--- src/rtl/framebuf_pkg.sv ---
// Shared constants and FSM state type for the frame-buffer scanout sequencer.
package framebuf_pkg;
   localparam int FB_ADDR_W     = 13;
   localparam int FB_DATA_W     = 16;
   localparam int FB_BANK_WORDS = 4096;

   typedef enum logic [1:0] {
      IDLE  = 2'd0,
      RUN   = 2'd1,
      DRAIN = 2'd2
   } state_t;
endpackage

--- src/rtl/framebuf_scanout_fifo.sv ---
// Synchronous FIFO holding returned pixel words plus their end-of-frame flag.
module framebuf_scanout_fifo #(
   parameter int DEPTH = 4,
   parameter int WIDTH = 17
) (
   input  logic                   clk_clk,
   input  logic                   rst_reset,
   input  logic                   push,
   input  logic [WIDTH-1:0]       din,
   input  logic                   pop,
   output logic [WIDTH-1:0]       dout,
   output logic                   empty,
   output logic [$clog2(DEPTH):0] count
);
   localparam int PTR_W = $clog2(DEPTH);
   localparam logic [PTR_W:0]   FULL_CNT = DEPTH[PTR_W:0];
   localparam logic [PTR_W:0]   CNT_ONE  = 1;
   localparam logic [PTR_W-1:0] PTR_ONE  = 1;

   logic [WIDTH-1:0] mem_q [DEPTH];
   logic [WIDTH-1:0] mem_d [DEPTH];
   logic [PTR_W-1:0] wr_ptr_q, wr_ptr_d;
   logic [PTR_W-1:0] rd_ptr_q, rd_ptr_d;
   logic [PTR_W:0]   count_q, count_d;
   logic             do_push, do_pop;

   always_comb begin
      do_push  = push && (count_q != FULL_CNT);
      do_pop   = pop && (count_q != '0);
      mem_d    = mem_q;
      wr_ptr_d = wr_ptr_q;
      rd_ptr_d = rd_ptr_q;
      count_d  = count_q;
      if (do_push) begin
         mem_d[wr_ptr_q] = din;
         wr_ptr_d        = wr_ptr_q + PTR_ONE;
      end
      if (do_pop) begin
         rd_ptr_d = rd_ptr_q + PTR_ONE;
      end
      case ({do_push, do_pop})
         2'b10:   count_d = count_q + CNT_ONE;
         2'b01:   count_d = count_q - CNT_ONE;
         default: count_d = count_q;
      endcase
   end

   // Storage is cleared too so out_data reads zero straight out of reset.
   always_ff @(posedge clk_clk) begin
      if (rst_reset) begin
         mem_q    <= '{default: '0};
         wr_ptr_q <= '0;
         rd_ptr_q <= '0;
         count_q  <= '0;
      end else begin
         mem_q    <= mem_d;
         wr_ptr_q <= wr_ptr_d;
         rd_ptr_q <= rd_ptr_d;
         count_q  <= count_d;
      end
   end

   assign dout  = mem_q[rd_ptr_q];
   assign empty = (count_q == '0);
   assign count = count_q;
endmodule

--- src/rtl/framebuf_scanout.sv ---
// Scanout sequencer: reads one frame from the display bank and streams it out.
// Optional stall counter output is enabled by defining FRAMEBUF_SCANOUT_STALL_CNT_EN.
module framebuf_scanout
   import framebuf_pkg::*;
#(
   parameter int RD_LATENCY = 1,
   parameter int FIFO_DEPTH = 4
) (
   input  logic                 clk_clk,
   input  logic                 rst_reset,
   input  logic                 frame_start,
   input  logic [FB_ADDR_W-1:0] frame_len,
   input  logic                 swap_req,
   output logic                 swap_ack,
   output logic                 disp_bank,
   output logic                 busy,
   output logic                 frame_done,
   output logic [FB_ADDR_W-1:0] mem_address,
   output logic                 mem_chipselect,
   output logic                 mem_clken,
   output logic                 mem_write,
   output logic [1:0]           mem_byteenable,
   input  logic [FB_DATA_W-1:0] mem_readdata,
   output logic [FB_DATA_W-1:0] out_data,
   output logic                 out_valid,
   input  logic                 out_ready,
   output logic                 out_last
`ifdef FRAMEBUF_SCANOUT_STALL_CNT_EN
   ,
   output logic [15:0]          stall_cnt
`endif
);
   // state | meaning
   // IDLE  | waiting for frame_start; pending bank swaps are applied here
   // RUN   | issuing reads while FIFO credit allows
   // DRAIN | all reads issued; waiting for read pipe and FIFO to empty

   localparam int CNT_W  = $clog2(FIFO_DEPTH + RD_LATENCY + 2) + 1;
   localparam int FCNT_W = $clog2(FIFO_DEPTH) + 1;
   localparam logic [FB_ADDR_W-1:0] MAX_LEN = FB_ADDR_W'(FB_BANK_WORDS);
   localparam logic [FB_ADDR_W-1:0] LEN_ONE = 1;

   state_t                 state_q, state_d;
   logic [FB_ADDR_W-1:0]   len_q, len_d;
   logic [FB_ADDR_W-1:0]   idx_q, idx_d;
   logic [FB_ADDR_W-1:0]   addr_q, addr_d;
   logic                   bank_q, bank_d;
   logic                   pend_q, pend_d;
   logic                   swap_ack_q, swap_ack_d;
   logic                   busy_q, busy_d;
   logic                   zdone_q, zdone_d;
   logic                   cs_q, cs_d;
   logic                   lst_q, lst_d;
   logic [RD_LATENCY-1:0]  vld_q, vld_d;
   logic [RD_LATENCY-1:0]  vlast_q, vlast_d;

   logic [CNT_W-1:0]       inflight;
   logic                   credit_ok;
   logic                   fifo_empty, fifo_pop;
   logic [FCNT_W-1:0]      fifo_count;
   logic [FB_DATA_W:0]     fifo_dout;

   framebuf_scanout_fifo #(
      .DEPTH (FIFO_DEPTH),
      .WIDTH (FB_DATA_W + 1)
   ) u_fifo (
      .clk_clk   (clk_clk),
      .rst_reset (rst_reset),
      .push      (vld_q[RD_LATENCY-1]),
      .din       ({vlast_q[RD_LATENCY-1], mem_readdata}),
      .pop       (fifo_pop),
      .dout      (fifo_dout),
      .empty     (fifo_empty),
      .count     (fifo_count)
   );

   // The read currently on the bus counts against credit, as does every
   // read still in the return pipe, so the FIFO can never overflow.
   always_comb begin
      inflight = CNT_W'(cs_q);
      for (int i = 0; i < RD_LATENCY; i++) begin
         inflight = inflight + CNT_W'(vld_q[i]);
      end
      credit_ok = (CNT_W'(fifo_count) + inflight) < CNT_W'(FIFO_DEPTH);
   end

   always_comb begin
      state_d    = state_q;
      len_d      = len_q;
      idx_d      = idx_q;
      addr_d     = addr_q;
      bank_d     = bank_q;
      pend_d     = pend_q | swap_req;
      swap_ack_d = 1'b0;
      busy_d     = busy_q;
      zdone_d    = 1'b0;
      cs_d       = 1'b0;
      lst_d      = 1'b0;
      vld_d      = RD_LATENCY'({vld_q, cs_q});
      vlast_d    = RD_LATENCY'({vlast_q, cs_q & lst_q});
      case (state_q)
         IDLE: begin
            if (pend_q || swap_req) begin
               bank_d     = ~bank_q;
               swap_ack_d = 1'b1;
               pend_d     = 1'b0;
            end
            if (frame_start) begin
               len_d = (frame_len > MAX_LEN) ? MAX_LEN : frame_len;
               idx_d = '0;
               if (frame_len == '0) begin
                  zdone_d = 1'b1;
               end else begin
                  state_d = RUN;
                  busy_d  = 1'b1;
               end
            end
         end
         RUN: begin
            if (idx_q == len_q) begin
               state_d = DRAIN;
            end else if (credit_ok) begin
               cs_d   = 1'b1;
               lst_d  = (idx_q == (len_q - LEN_ONE));
               addr_d = {bank_q, idx_q[FB_ADDR_W-2:0]};
               idx_d  = idx_q + LEN_ONE;
            end
         end
         DRAIN: begin
            if (fifo_empty && !cs_q && (vld_q == '0)) begin
               state_d = IDLE;
               busy_d  = 1'b0;
            end
         end
         default: begin
            state_d = IDLE;
            busy_d  = 1'b0;
         end
      endcase
   end

`ifdef FRAMEBUF_SCANOUT_STALL_CNT_EN
   logic [15:0] stall_q, stall_d;

   always_comb begin
      stall_d = stall_q;
      if ((state_q == IDLE) && frame_start) begin
         stall_d = '0;
      end else if (out_valid && !out_ready && (stall_q != 16'hFFFF)) begin
         stall_d = stall_q + 16'd1;
      end
   end

   always_ff @(posedge clk_clk) begin
      if (rst_reset) stall_q <= '0;
      else           stall_q <= stall_d;
   end

   assign stall_cnt = stall_q;
`endif

   always_ff @(posedge clk_clk) begin
      if (rst_reset) begin
         state_q    <= IDLE;
         len_q      <= '0;
         idx_q      <= '0;
         addr_q     <= '0;
         bank_q     <= 1'b0;
         pend_q     <= 1'b0;
         swap_ack_q <= 1'b0;
         busy_q     <= 1'b0;
         zdone_q    <= 1'b0;
         cs_q       <= 1'b0;
         lst_q      <= 1'b0;
         vld_q      <= '0;
         vlast_q    <= '0;
      end else begin
         state_q    <= state_d;
         len_q      <= len_d;
         idx_q      <= idx_d;
         addr_q     <= addr_d;
         bank_q     <= bank_d;
         pend_q     <= pend_d;
         swap_ack_q <= swap_ack_d;
         busy_q     <= busy_d;
         zdone_q    <= zdone_d;
         cs_q       <= cs_d;
         lst_q      <= lst_d;
         vld_q      <= vld_d;
         vlast_q    <= vlast_d;
      end
   end

   assign fifo_pop       = out_valid & out_ready;
   assign out_valid      = ~fifo_empty;
   assign out_data       = fifo_dout[FB_DATA_W-1:0];
   assign out_last       = fifo_dout[FB_DATA_W];
   assign frame_done     = (fifo_pop & out_last) | zdone_q;
   assign swap_ack       = swap_ack_q;
   assign disp_bank      = bank_q;
   assign busy           = busy_q;
   assign mem_address    = addr_q;
   assign mem_chipselect = cs_q;
   assign mem_clken      = cs_q;
   assign mem_write      = 1'b0;
   assign mem_byteenable = 2'b11;
endmodule

--- config.mk ---
export PLATFORM = sky130hd
export DESIGN_NAME = framebuf_scanout
export DESIGN_NICKNAME = d
export VERILOG_FILES = /design/src/rtl/framebuf_pkg.sv /design/src/rtl/framebuf_scanout_fifo.sv /design/src/rtl/framebuf_scanout.sv
export SDC_FILE = /design/constraint.sdc
export NUM_CORES = 1
export LEC_CHECK = 0
export CELL_PAD_IN_SITES_DETAIL_PLACEMENT = 1
export CELL_PAD_IN_SITES_GLOBAL_PLACEMENT = 2
export CORE_UTILIZATION = 30
export DETAILED_ROUTE_END_ITERATION = 10
export PLACE_DENSITY = 0.83
export SLEW_MARGIN = 30
export SYNTH_ARGS = -nofsm -noshare
export SYNTH_HDL_FRONTEND = slang
export SYNTH_SLANG_ARGS = --single-unit
--- constraint.sdc ---
create_clock -name clk_clk -period 2 [get_ports clk_clk]
set_input_delay 0.3 -clock clk_clk [delete_from_list [all_inputs] [get_ports clk_clk]]
set_output_delay 0.3 -clock clk_clk [all_outputs]
set_load 0.005 [all_outputs]
==> impl_metrics.csv <==
group,metric,value,unit
route,via_per_inst,5.06,
worst_setup_path,worstPathCellList,"or3_4 > and2_4 > buf_6 > a21o_1 > buf_2",
timing,fin_crit,2.04,ns
status,violations,"DRC, setup timing",
timing,fin_skew,0.00932,ns
worst_setup_path,critPathMaxStageDelay,0.39,ns
die,core_area,0.0181,mm²
route,detail-route-antenna-nets,0,
worst_setup_path,required,1.70,ns
clock_tree,cts-buffers-inserted,17,
clock_tree,cts_tree,"built",
status,status,"complete, but fails checks",
grt,grt_antenna_before_repair,0,
grt,grt_max_degree,90,
worst_setup_path,crit_path_top_delay_cell,"or3_4",
finish,final_cell_mix,"nand2_1, dfxtp_1, a21oi_1",
logic_synthesis,netlist_area,0.00560,mm²
grt,grt-ovfl-total,0,
job,cap_violations,0,
die,die_y,139,µm
clock_tree,clk_latency,0.42,ns
logic_synthesis,post-synth-top-area-cell,"dfxtp_1",
placed_design,gp_congestion,0.886,
clock_tree,clk_path_buf_depth,2,
route,first_pass_iters,7,
timing,hold_viol,0,
finish,drive_gt1_share,26.3,%
worst_setup_path,start_kind,"register",
route,dr.first_iter.drc_count,174,
route,drc,3,
logic_synthesis,postSynth.asyncResetShare,0,%
placed_design,portBuffers,70,
power,p_leak,2.91,nW
worst_setup_path,end_kind,"output pin",
timing,rsz0062_at_grt,"yes",
finish,mostFrequentLayoutCell,"nand2_1",
clock_tree,clk_transition_reported_paths,0.06,ns
clock_tree,clock-sinks,125,
logic_synthesis,synth_cell_type_count,50,
clock_tree,htreeDepth,4,
placed_design,post_dp_cell_area,0.00695,mm²
timing,min_period_over_period,102,%
grt,grt_use_total,19.8,%
finish,areaGrowthSynthToFinish,41.9,%
route,post_drt_wl_per_cell,18.0,µm
route,wl,18.5,mm
timing,worst_pin_slew,0.562,ns
power,power.density,944,mW/mm²
grt,grt_pass1_wl,29.6,mm
logic_synthesis,avgSynthCellArea,8.61,µm²
finish,n_antenna_cell,0,
logic_synthesis,ys.flop_type,"dfxtp_1",
timing,setup_ws,-0.0398,ns
die,io_pins,74,
logic_synthesis,yosysSeqAreaShare,44.7,%
die,start_util,30.9,%
min_path,hold_path_class,"input port to register",
logic_synthesis,yosys-top-cells-area,"dfxtp_1, nand2_1, a21oi_1",
finish,nNetsFinal,826,
die,num_rows,49,
logic_synthesis,netlist_instances,650,
logic_synthesis,synthDominantCellAreaShare,44.7,%
finish,fin_area,0.00795,mm²
timing,max_freq,0.490,GHz
timing,slew_viol_final,0,
clock_tree,cts_root_buf,"clkbuf_16",
clock_tree,hold_buffers,0,
logic_synthesis,synth_edf_count,0,
logic_synthesis,yosysWarnings,0,
timing,setup-tns-final,-0.0834,ns
worst_setup_path,cp.arrival,1.74,ns
worst_setup_path,worstSetupPathType,"register to output pin",
die,fp.dieW,139,µm
power,irDropWorstVdd,0.000644,V
logic_synthesis,ys_ff_latch,125,
worst_setup_path,critPathMaxFanout,4,
grt,grt_pass1_vias,5699,
route,vias,5184,
timing,slew_headroom,62.4,%
placed_design,dp_hpwl,12.5,mm
die,die_area,0.0192,mm²
timing,setup_viol,5,
worst paths after layout:
kind | startpoint | end | slack, ns | depth (start not counted)
worst max register to register | len_q[0] | lst_q | -0.03 | 6
worst max-delay path | u_fifo.count[0] | frame_done | -0.04 | 5
worst min register to register | lst_q | vlast_q | 0.45 | 1
worst min-delay path | rst_reset | mem_address[5] | 0.27 | 2
critical path, delay by kind of cell (launching register included):
family                 cells  cell delay (ns)
AND/OR/NAND/NOR            2             0.55
buffers and inverters      2             0.24
flip-flops                 1             0.35
AO/OA/AOI/OAI              1             0.17
cell usage after synthesis (all sizes together) (2+ instances only):
master	number
a211oi	5
conb	2
nand3b	2
nand3	9
dfxtp	125
a21oi	87
o211ai	3
nand4	5
nand2b	4
nand2	162
mux4	17
or3	9
nor3	9
clkbuf	36
ha	8
and3	3
or4	5
xnor2	22
buf	14
inv	12
and2	7
xor2	8
mux2i	18
nor2	34
nor4	5
a22o	8
nor3b	2
o21ai	14
cell families (layout without fill, tap and decap cells):
kind of cell	Yosys count	after routing	synth area share (%)
muxes	36	36	10.3
and+or+nand+nor	263	264	21.1
buffers and inverters	62	205	4.85
other	2	3	0.134
xor gates and xnor gates	30	30	4.69
adders and majority gates	9	9	2.15
AOI/OAI and AO/OA	123	123	12.2
DFF	125	125	44.7
area by class of cell:
type / count / area, µm²
multi-input cells: 465 / 3020
fillers: 2083 / 10200
inverters: 12 / 45.0
repair buffers: 162 / 1390
clock inverters: 10 / 210
clock buffers: 21 / 470
well taps: 229 / 287
flip-flops and latches: 125 / 2530
power breakdown:
group / leakage [nW] / switching [mW] / internal, mW
clock network: 0.329 / 1.16 / 2.43
registers: 1.02 / 0.0768 / 2.57
logic: 1.56 / 0.589 / 0.680
total: 2.91 / 1.83 / 5.68
sequential cells by signal, summed over array words and instances, names as in the netlist:
register / count
busy: 1
disp_bank: 1
idx_q: 13
len_q: 13
lst_q: 1
mem_address: 13
mem_chipselect: 1
pend_q: 1
state_q: 2
swap_ack: 1
u_fifo.count: 3
u_fifo.mem_q: 68
u_fifo.rd_ptr_q: 2
u_fifo.wr_ptr_q: 2
vlast_q: 1
vld_q: 1
zdone_q: 1
routing by layer:
layer / wire length [µm] / vias up / GRT usage (%) / part of all wire, %
met5: 0 / - / 0 / 0
met4: 425 / 0 / 7.08 / 2.3
met3: 678 / 35 / 4.32 / 3.7
met2: 9830 / 100 / 37.6 / 53
met1: 7540 / 2572 / 21.6 / 41
li1: - / 2477 / - / -
stage by stage:
stage / instances / util [%] / power (mW) / worst slack, ns / hold slack [ns]
after floorplan: 651 / - / 3.23 / -0.000484 / 0.406
after global placement: 977 / 38.3 / 3.65 / -0.141 / 0.438
after detailed placement: 977 / 38.3 / 3.69 / -0.240 / 0.445
after CTS: 1017 / 43.2 / 7.46 / -0.0626 / 0.256
after global routing: 1024 / 43.8 / 7.80 / -0.100 / 0.278
final: 1024 / 43.8 / 7.50 / -0.0398 / 0.273
timing repair:
action                     in CTS  in global routing
cloned                          0                  1
pin swaps                       8                 19
setup buffers                   9                  7
resized for setup             107                 32
setup endpoints to repair      46                 42
No activity file was read; power rests on OpenSTA's default activity.
